File: src/rtl/mdu_iter.sv
// Iterative RV32M multiply/divide unit: radix-2 shift-add multiply and restoring
// divide, one bit per cycle, with divide-by-zero and signed-overflow shortcuts.
module mdu_iter #(
    parameter int XLEN  = 32,
    parameter int CNT_W = 6
) (
    input  logic            clk,
    input  logic            rst_n,
    input  logic            start,
    input  logic            flush,
    input  logic [2:0]      op,
    input  logic [XLEN-1:0] a_i,
    input  logic [XLEN-1:0] b_i,
    output logic            busy,
    output logic            done,
    output logic [XLEN-1:0] result
);

    typedef enum logic [1:0] {
        IDLE,
        CALC,
        DONE
    } state_t;

    localparam logic [XLEN-1:0]  MIN_NEG = {1'b1, {(XLEN-1){1'b0}}};
    localparam logic [CNT_W-1:0] LAST    = CNT_W'(XLEN - 1);

    state_t            state_q, state_d;
    logic [CNT_W-1:0]  cnt_q, cnt_d;
    logic [2:0]        op_q, op_d;
    logic              neg_a_q, neg_a_d;
    logic              neg_b_q, neg_b_d;
    logic [XLEN-1:0]   opnd_q, opnd_d;
    logic [XLEN-1:0]   hi_q, hi_d;
    logic [XLEN-1:0]   lo_q, lo_d;
    logic [XLEN-1:0]   result_q, result_d;
    logic              busy_q, busy_d;
    logic              done_q, done_d;

    logic              in_neg_a, in_neg_b;
    logic [XLEN-1:0]   a_abs, b_abs;
    logic              div_zero, div_ovf;
    logic [XLEN-1:0]   special_res;

    logic              is_div;
    logic [XLEN:0]     mul_sum;
    logic [XLEN:0]     div_shift;
    logic              div_ge;
    logic [XLEN-1:0]   div_diff;
    logic [XLEN-1:0]   hi_step, lo_step;
    logic [2*XLEN-1:0] prod, prod_fix;
    logic [XLEN-1:0]   quo_fix, rem_fix;
    logic [XLEN-1:0]   final_res;

    // MULHSU treats only rs1 as signed; MUL's low half is sign-agnostic.
    assign in_neg_a = a_i[XLEN-1] & ((op == 3'd1) | (op == 3'd2) | (op == 3'd4) | (op == 3'd6));
    assign in_neg_b = b_i[XLEN-1] & ((op == 3'd1) | (op == 3'd4) | (op == 3'd6));
    assign a_abs    = in_neg_a ? -a_i : a_i;
    assign b_abs    = in_neg_b ? -b_i : b_i;

    assign div_zero    = op[2] & (b_i == '0);
    assign div_ovf     = ((op == 3'd4) | (op == 3'd6)) & (a_i == MIN_NEG) & (b_i == '1);
    assign special_res = div_zero ? (op[1] ? a_i : '1) : (op[1] ? '0 : MIN_NEG);

    // hi/lo hold {product high, multiplier/product low} or {remainder, dividend/quotient}.
    assign is_div    = op_q[2];
    assign mul_sum   = {1'b0, hi_q} + {1'b0, (lo_q[0] ? opnd_q : '0)};
    assign div_shift = {hi_q, lo_q[XLEN-1]};
    assign div_ge    = (div_shift >= {1'b0, opnd_q});
    assign div_diff  = div_shift[XLEN-1:0] - opnd_q;

    assign hi_step = is_div ? (div_ge ? div_diff : div_shift[XLEN-1:0]) : mul_sum[XLEN:1];
    assign lo_step = is_div ? {lo_q[XLEN-2:0], div_ge} : {mul_sum[0], lo_q[XLEN-1:1]};

    assign prod     = {hi_step, lo_step};
    assign prod_fix = (neg_a_q ^ neg_b_q) ? -prod : prod;
    assign quo_fix  = (neg_a_q ^ neg_b_q) ? -lo_step : lo_step;
    assign rem_fix  = neg_a_q ? -hi_step : hi_step;

    always_comb begin
        case (op_q)
            3'd0:                final_res = prod_fix[XLEN-1:0];
            3'd1, 3'd2, 3'd3:    final_res = prod_fix[2*XLEN-1:XLEN];
            3'd4, 3'd5:          final_res = quo_fix;
            default:             final_res = rem_fix;
        endcase
    end

    always_comb begin
        state_d  = state_q;
        cnt_d    = cnt_q;
        op_d     = op_q;
        neg_a_d  = neg_a_q;
        neg_b_d  = neg_b_q;
        opnd_d   = opnd_q;
        hi_d     = hi_q;
        lo_d     = lo_q;
        result_d = result_q;
        busy_d   = busy_q;
        done_d   = 1'b0;

        if (flush) begin
            state_d = IDLE;
            busy_d  = 1'b0;
        end else begin
            case (state_q)
                IDLE: begin
                    busy_d = 1'b0;
                    if (start) begin
                        op_d    = op;
                        neg_a_d = in_neg_a;
                        neg_b_d = in_neg_b;
                        opnd_d  = op[2] ? b_abs : a_abs;
                        hi_d    = '0;
                        lo_d    = op[2] ? a_abs : b_abs;
                        cnt_d   = '0;
                        busy_d  = 1'b1;
                        if (div_zero | div_ovf) begin
                            state_d  = DONE;
                            done_d   = 1'b1;
                            result_d = special_res;
                        end else begin
                            state_d = CALC;
                        end
                    end
                end
                CALC: begin
                    hi_d  = hi_step;
                    lo_d  = lo_step;
                    cnt_d = cnt_q + 1'b1;
                    if (cnt_q == LAST) begin
                        state_d  = DONE;
                        done_d   = 1'b1;
                        result_d = final_res;
                    end
                end
                DONE: begin
                    state_d = IDLE;
                    busy_d  = 1'b0;
                end
                default: begin
                    state_d = IDLE;
                    busy_d  = 1'b0;
                end
            endcase
        end
    end

    always_ff @(posedge clk or negedge rst_n) begin
        if (!rst_n) begin
            state_q  <= IDLE;
            cnt_q    <= '0;
            op_q     <= '0;
            neg_a_q  <= 1'b0;
            neg_b_q  <= 1'b0;
            opnd_q   <= '0;
            hi_q     <= '0;
            lo_q     <= '0;
            result_q <= '0;
            busy_q   <= 1'b0;
            done_q   <= 1'b0;
        end else begin
            state_q  <= state_d;
            cnt_q    <= cnt_d;
            op_q     <= op_d;
            neg_a_q  <= neg_a_d;
            neg_b_q  <= neg_b_d;
            opnd_q   <= opnd_d;
            hi_q     <= hi_d;
            lo_q     <= lo_d;
            result_q <= result_d;
            busy_q   <= busy_d;
            done_q   <= done_d;
        end
    end

    assign busy   = busy_q;
    assign done   = done_q;
    assign result = result_q;

endmodule

File: config.mk
export PLATFORM = sky130hd
export DESIGN_NAME = mdu_iter
export DESIGN_NICKNAME = d
export VERILOG_FILES = /design/src/rtl/mdu_iter.sv
export SDC_FILE = /design/constraint.sdc
export NUM_CORES = 1
export LEC_CHECK = 0
export CAP_MARGIN = 20
export CORE_MARGIN = 1
export CORE_UTILIZATION = 36
export DETAILED_ROUTE_END_ITERATION = 6
export SLEW_MARGIN = 20
export SYNTH_ARGS = -nofsm -noshare
export SYNTH_HDL_FRONTEND = slang
export SYNTH_SLANG_ARGS = --single-unit
export TNS_END_PERCENT = 100
File: constraint.sdc
create_clock -name clk -period 16.66 [get_ports clk]
set_clock_uncertainty 0.1 [all_clocks]
set_input_delay 2.499 -clock clk [delete_from_list [all_inputs] [get_ports clk]]
set_output_delay 2.499 -clock clk [all_outputs]
set_load 0.02 [all_outputs]
Yosys cells after proc, flatten, opt, wreduce, memory -nomap -nowiden
Index checks and enable logic that the tools add are counted.
- bits in registers: 143
- bits in latches: 0
- bits in writable memories: 0
- bits in read-only memories: 0
- bits of input ports: 71
- output and inout bits: 34
- memories kept: 0
- $add $sub $neg: 8
- $mul: 0
- divide/modulo/power cells: 0
- $lt $le $gt $ge: 1
- equal/unequal tests: 19
- shift-type cells: 0
- multiplexer cells: 38
- bitwise logic cells: 14
- reduce and logical (&&, ||, !) cells: 10
- operators by type and width (kind ; count):
    2-to-1 mux 32 bit ; 18
    case mux 32 bit (2 select lines) ; 3
    negation 32 bit ; 4
    case mux 32 bit (3 select lines) ; 1
    == test 32 bit, second input constant ; 2
    2-to-1 mux 64 bit ; 1
    negation 64 bit ; 1
    adder 32 x 32 -> 33 bit ; 1
    >= comparator 33 x 32 -> 1 bit ; 1
    logical NOT 32 bit ; 1
    subtractor 32 bit ; 1
    == test 3 bit, second input constant ; 4
    case mux 6 bit (2 select lines) ; 1
    == test 3 x 2 -> 1 bit, second input constant ; 3
    2-to-1 mux 2 bit ; 4
    inequality test 2 bit, second input constant ; 4
    bitwise OR 1 bit ; 7
    adder 6 x 1 -> 6 bit, second input constant ; 1
    == test 3 x 1 -> 1 bit, second input constant ; 2
    == test 6 x 5 -> 1 bit, second input constant ; 1
    2-to-1 mux 1 bit ; 6
    2-to-1 mux 6 bit ; 1
    inequality test 3 bit, second input constant ; 2
    AND reduction 3 bit ; 2
    other kinds (13) ; 18

Longest topological paths before layout
- depth in word-level cells: 9
- depth in mapped cells: 25
- depth with buffers taken out: 22

Worst setup path after synthesis
Ideal clock, no wire load.
- path kind: input -> register
- from: input port b_i[3]
- to: register result_q[22] (netlist: result[22])
- library setup time: 0.130 ns
- data arrival time: 5.413 ns
- required time: 16.430 ns
- slack: 11.018 ns
- stages on the path: 14
- path buffers: 2
- cells stage by stage: nor3_1 -> nand3b_1 -> nand2b_1 -> or4_1 -> nor4_2 -> nand2_1 -> and4bb_1 -> o21bai_1 -> nand2_1 -> a21boi_1 -> buf_2 -> buf_1 -> mux2i_1 -> o31ai_2
- longest elaborated chain between the ends: 6
- ends and longest elaborated chain (item ; line ; text):
    start: declaration ; 13 ; input logic [XLEN-1:0] b_i,
    logical NOT 32 bit ; 61 ; assign div_zero = op[2] & (b_i == '0);
    AND 1 bit ; 61 ;
    2-to-1 mux 32 bit ; 63 ; assign special_res = div_zero ? (op[1] ? a_i : '1) : (op[1] ? '0 : MIN_NEG);
    2-to-1 mux 32 bit ; 118 ; if (div_zero | div_ovf) begin
    2-to-1 mux 32 bit ; 109 ; if (start) begin
    case mux 32 bit (2 select lines) ; 106 ; case (state_q)
    end signal: assignment ; 171 ; result_q <= result_d;
    end: declaration ; 36 ; logic [XLEN-1:0] result_q, result_d;
Parallel ways exist; a longest one is shown, timed or not. The select of a mux whose other input is x is not followed.
A chain may end at the register's enable or synchronous reset.

Worst setup path after layout
- from: register hi_q[10]
- to: register result_q[24] (netlist: result[24])
- longest elaborated chain between the ends: 8
- ends and longest elaborated chain (item ; line ; text):
    start: declaration ; 34 ; logic [XLEN-1:0] hi_q, hi_d;
    start signal: assignment ; 169 ; hi_q <= hi_d;
    subtractor 32 bit / >= comparator 33 x 32 -> 1 bit (equally long branches) ; 70, 69 ;
    2-to-1 mux 32 bit (2 in a row) ; 72 ; assign hi_step = is_div ? (div_ge ? div_diff : div_shift[XLEN-1:0]) : mul_sum[XLEN:1];
    negation 64 bit / negation 32 bit (equally long branches) ; 76, 78 ;
    2-to-1 mux 64 bit / 2-to-1 mux 32 bit (equally long branches) ; 76, 78 ;
    case mux 32 bit (3 select lines) (*) ; 81 ; case (op_q)
    2-to-1 mux 32 bit (*) ; 131 ; if (cnt_q == LAST) begin
    case mux 32 bit (2 select lines) (*) ; 106 ;
Every way passes the cells marked *; elsewhere a longest branch is shown, timed or not. The select of a mux whose other input is x is not followed.

==> results.txt <==
outcome - completed
CP required - 16.95 ns
Cells after DPL - 2,779
first-pass detailed-route iteration total - 5
cts repair resizes - 0
gr usage total - 29.06%
Setup-failing EPs final - 0
maximum clock insertion buffer count - 2
Hold Fails Final Rpt - 0
Critical-path top delay cell - o31ai_2
Worst Path Max Fanout - 12
RSZ-0062 raised after global routing - false
most frequent cells in the layout - 269 x nand2_1, 237 x o21ai_0, 182 x nor2_1, 169 x a21oi_1, 142 x dfrtp_1
row cnt - 77
sequential area share after synthesis - 21.79%
die area - 0.04647 mm²
Die X - 215.6 µm
die height - 215.6 µm
Hold Crit Class - flop to flop
Leakage Power - 7.366 nW
yosys warns - 0
Setup Fix Bufs, Post-CTS - 0
P_int - 1.415 mW
part of the power in registers - 16.8%
core area - 0.04461 mm²
I/O Pins - 105
crit path time final - 6.660 ns
gp weighted congestion - 0.9982
VDD IR max - 0.06530 mV
Crit Path Class - flop to flop
Synth Instances - 2,191
Layout Nets - 2,350
maxcap violations - 0
Mapped Nets - 2,334
Total Wirelength - 68,650 µm
initial antenna violation count - 4
fmax - 0.1502 GHz
PwrDens - 169.4 mW/mm²
cts hold-fix bufs - 0
initial drt markers - 1,918
Clk Latency, worst-skew pair - 0.47 ns
Clk network pwr share - 13.5%
Comb power frac - 69.7%
Syn-to-layout area delta - 12.70%
share of cells above drive strength 1 - 6.441%
H-Tree Depth - 4
Mean Syn Cell Area - 7.494 µm²
Mapped Area - 0.01642 mm²
remaining global-route overflow - 0
Final Slew Violations - 0
Vias - 17,350
ys async rst share - 100.0%
Port Buffer Count - 104
crit end category - flop
P_sw - 1.719 mW
commonest non-fill, non-tap cell in the layout - nand2_1
CP arrival - 6.95 ns
Worst-Margin Slew - 1.118 ns
Avg Vias per Cell - 6.169
Final period util - 39.98%
TNS Setup - 0 ns
Post-Route Utilization - 41.49%
CTS tree - yes
max_slew headroom - 23.33%
vias in the first global route - 16,230
antenna viol nets, final - 0
Critical Path, Cell by Cell - ha_1, nand4_1, nor2_1, o2bb2ai_2, o311a_1, o31ai_2, a21boi_0, ha_1, nor3b_1, o221a_2, o211ai_1, nor2_1, and4b_1, nand2_1, or4_1, nor4_1, a41oi_1, xnor2_1, o221ai_1, nand3_1, a31oi_1
Post-Layout Cell Count - 2,813
DP HPWL - 53,580 µm
largest net degree at the start of global routing - 108
register bit count reported by yosys - 143
Switching Share - 54.85%
CTS clk-pin slew, worst paths - 0.07 ns
Placed Instance Area - 0.01786 mm²
ys flop type - dfrtp_1
synth unique cells - 109
first-pass GRT wire length - 102,300 µm
TritonCTS Buffers - 17
number of fill cells - 4,641
startpoint types - flop
final instance area - 0.01851 mm²
Crit path largest cell delay - 0.73 ns
root buffer cell - clkbuf_16
CTS Sinks - 143
Post-synth EDFFs - 0
Initial Util - 36.81%
drt drc - 0
per-cell routed wire length - 24.40 µm
==> stage by stage <==
step	hold slack (ns)	setup slack [ns]	total power, mW
finish	0.3884	10.00	3.134
global route	0.4039	9.522	3.314
CTS	0.3905	10.14	3.072
detailed placement	0.3731	9.736	2.638
global placement	0.3691	9.801	2.635
floorplan	0.3639	11.02	2.002
==> cells by family (layout without fill, tap and decap cells) <==
kind of cell	after synthesis	after routing	synth area share (%)
other cells	0	1	0
mux	81	81	4.999
flops	143	143	21.79
buf+inv	197	226	4.999
xor+xnor	175	175	9.335
fa+ha+maj	72	72	5.578
compound gates	746	746	29.70
simple gates	777	777	23.60
==> cell type report <==
class / instances / area [µm²] / area share (%)
clock buffers: 21 / 470.5 / 2.542
repair buffers: 128 / 1227 / 6.633
well taps: 592 / 740.7 / 4.003
flip-flops and latches: 143 / 3582 / 19.36
clock inverters: 11 / 153.9 / 0.8316
diodes: 1 / 2.502 / 0.01352
inverters: 66 / 247.7 / 1.339
multi-input cells: 1851 / 12080 / 65.28
==> final timing paths <==
check | depth (start not counted) | from | endpoint | slack [ns]
max | 21 | hi_q[10]$_DFFE_PN0P_ | result[24]$_DFFE_PN0P_ | 10.00
min | 2 | busy$_DFFE_PN0P_ | busy$_DFFE_PN0P_ | 0.39
max reg2reg | 21 | hi_q[10]$_DFFE_PN0P_ | result[24]$_DFFE_PN0P_ | 10.00
min reg2reg | 2 | busy$_DFFE_PN0P_ | busy$_DFFE_PN0P_ | 0.39
max in group asynchronous | 2 | rst_n | result[31]$_DFFE_PN0P_ | 13.32
min in group asynchronous | 1 | rst_n | cnt_q[3]$_DFFE_PN0P_ | 1.95
==> worst max-delay path: cells and delay by family, from the launching register on <==
| family | cells | cell delay, ns |
|---|---|---|
| xor+xnor | 1 | 0.18 |
| flops | 1 | 0.44 |
| fa+ha+maj | 2 | 0.70 |
| compound gates | 9 | 2.95 |
| simple gates | 9 | 2.19 |
==> sequential cells by signal, indices dropped and copies added (netlist names) <==
signal and count:
done 1, neg_a_q 1, state_q 2, neg_b_q 1, opnd_q 32, hi_q 32, op_q 3, result 32
busy 1, cnt_q 6, lo_q 32
==> synthesized netlist by cell type (all sizes together), types with 18 or more instances <==
library cell  number  area share (%)
xor2              80             4.3
buf               48             1.6
nand3             42             1.4
o21ai            257             7.9
inv               65             1.5
nor3              45             1.6
nor4              31             1.6
nand2            269             6.1
o211ai            25             1.3
or3               18            0.72
and2              49             1.9
a21o              21             1.0
a211oi            25             1.1
a22o              28             1.5
clkbuf            83             1.9
a31oi             40             2.0
a21oi            172             5.3
mux2i             73             4.5
nand2b            18            0.69
ha                70             5.3
o21a              22             1.0
dfrtp            143              22
nand4             46             1.8
o31ai             31             1.5
xnor2             95             5.1
nor2             183             4.2
==> power groups by stage <==
stage / clock, mW / combinational [mW] / sequential (mW)
floorplan: 0 / 1.51 / 0.488
global placement: 0 / 2.11 / 0.523
detailed placement: 0 / 2.11 / 0.529
CTS: 0.423 / 2.13 / 0.523
global route: 0.439 / 2.34 / 0.537
finish: 0.422 / 2.19 / 0.527
==> routing by layer <==
metal  track usage (%)  routed length (µm)  up-vias
met5                 0                  27        -
met3             4.524                4934      155
met2             44.41               30070      785
li1                  -                   -     8057
met1             39.13               29690     8352
met4             15.93                3935        4
Power figures use the tool's default switching activity.
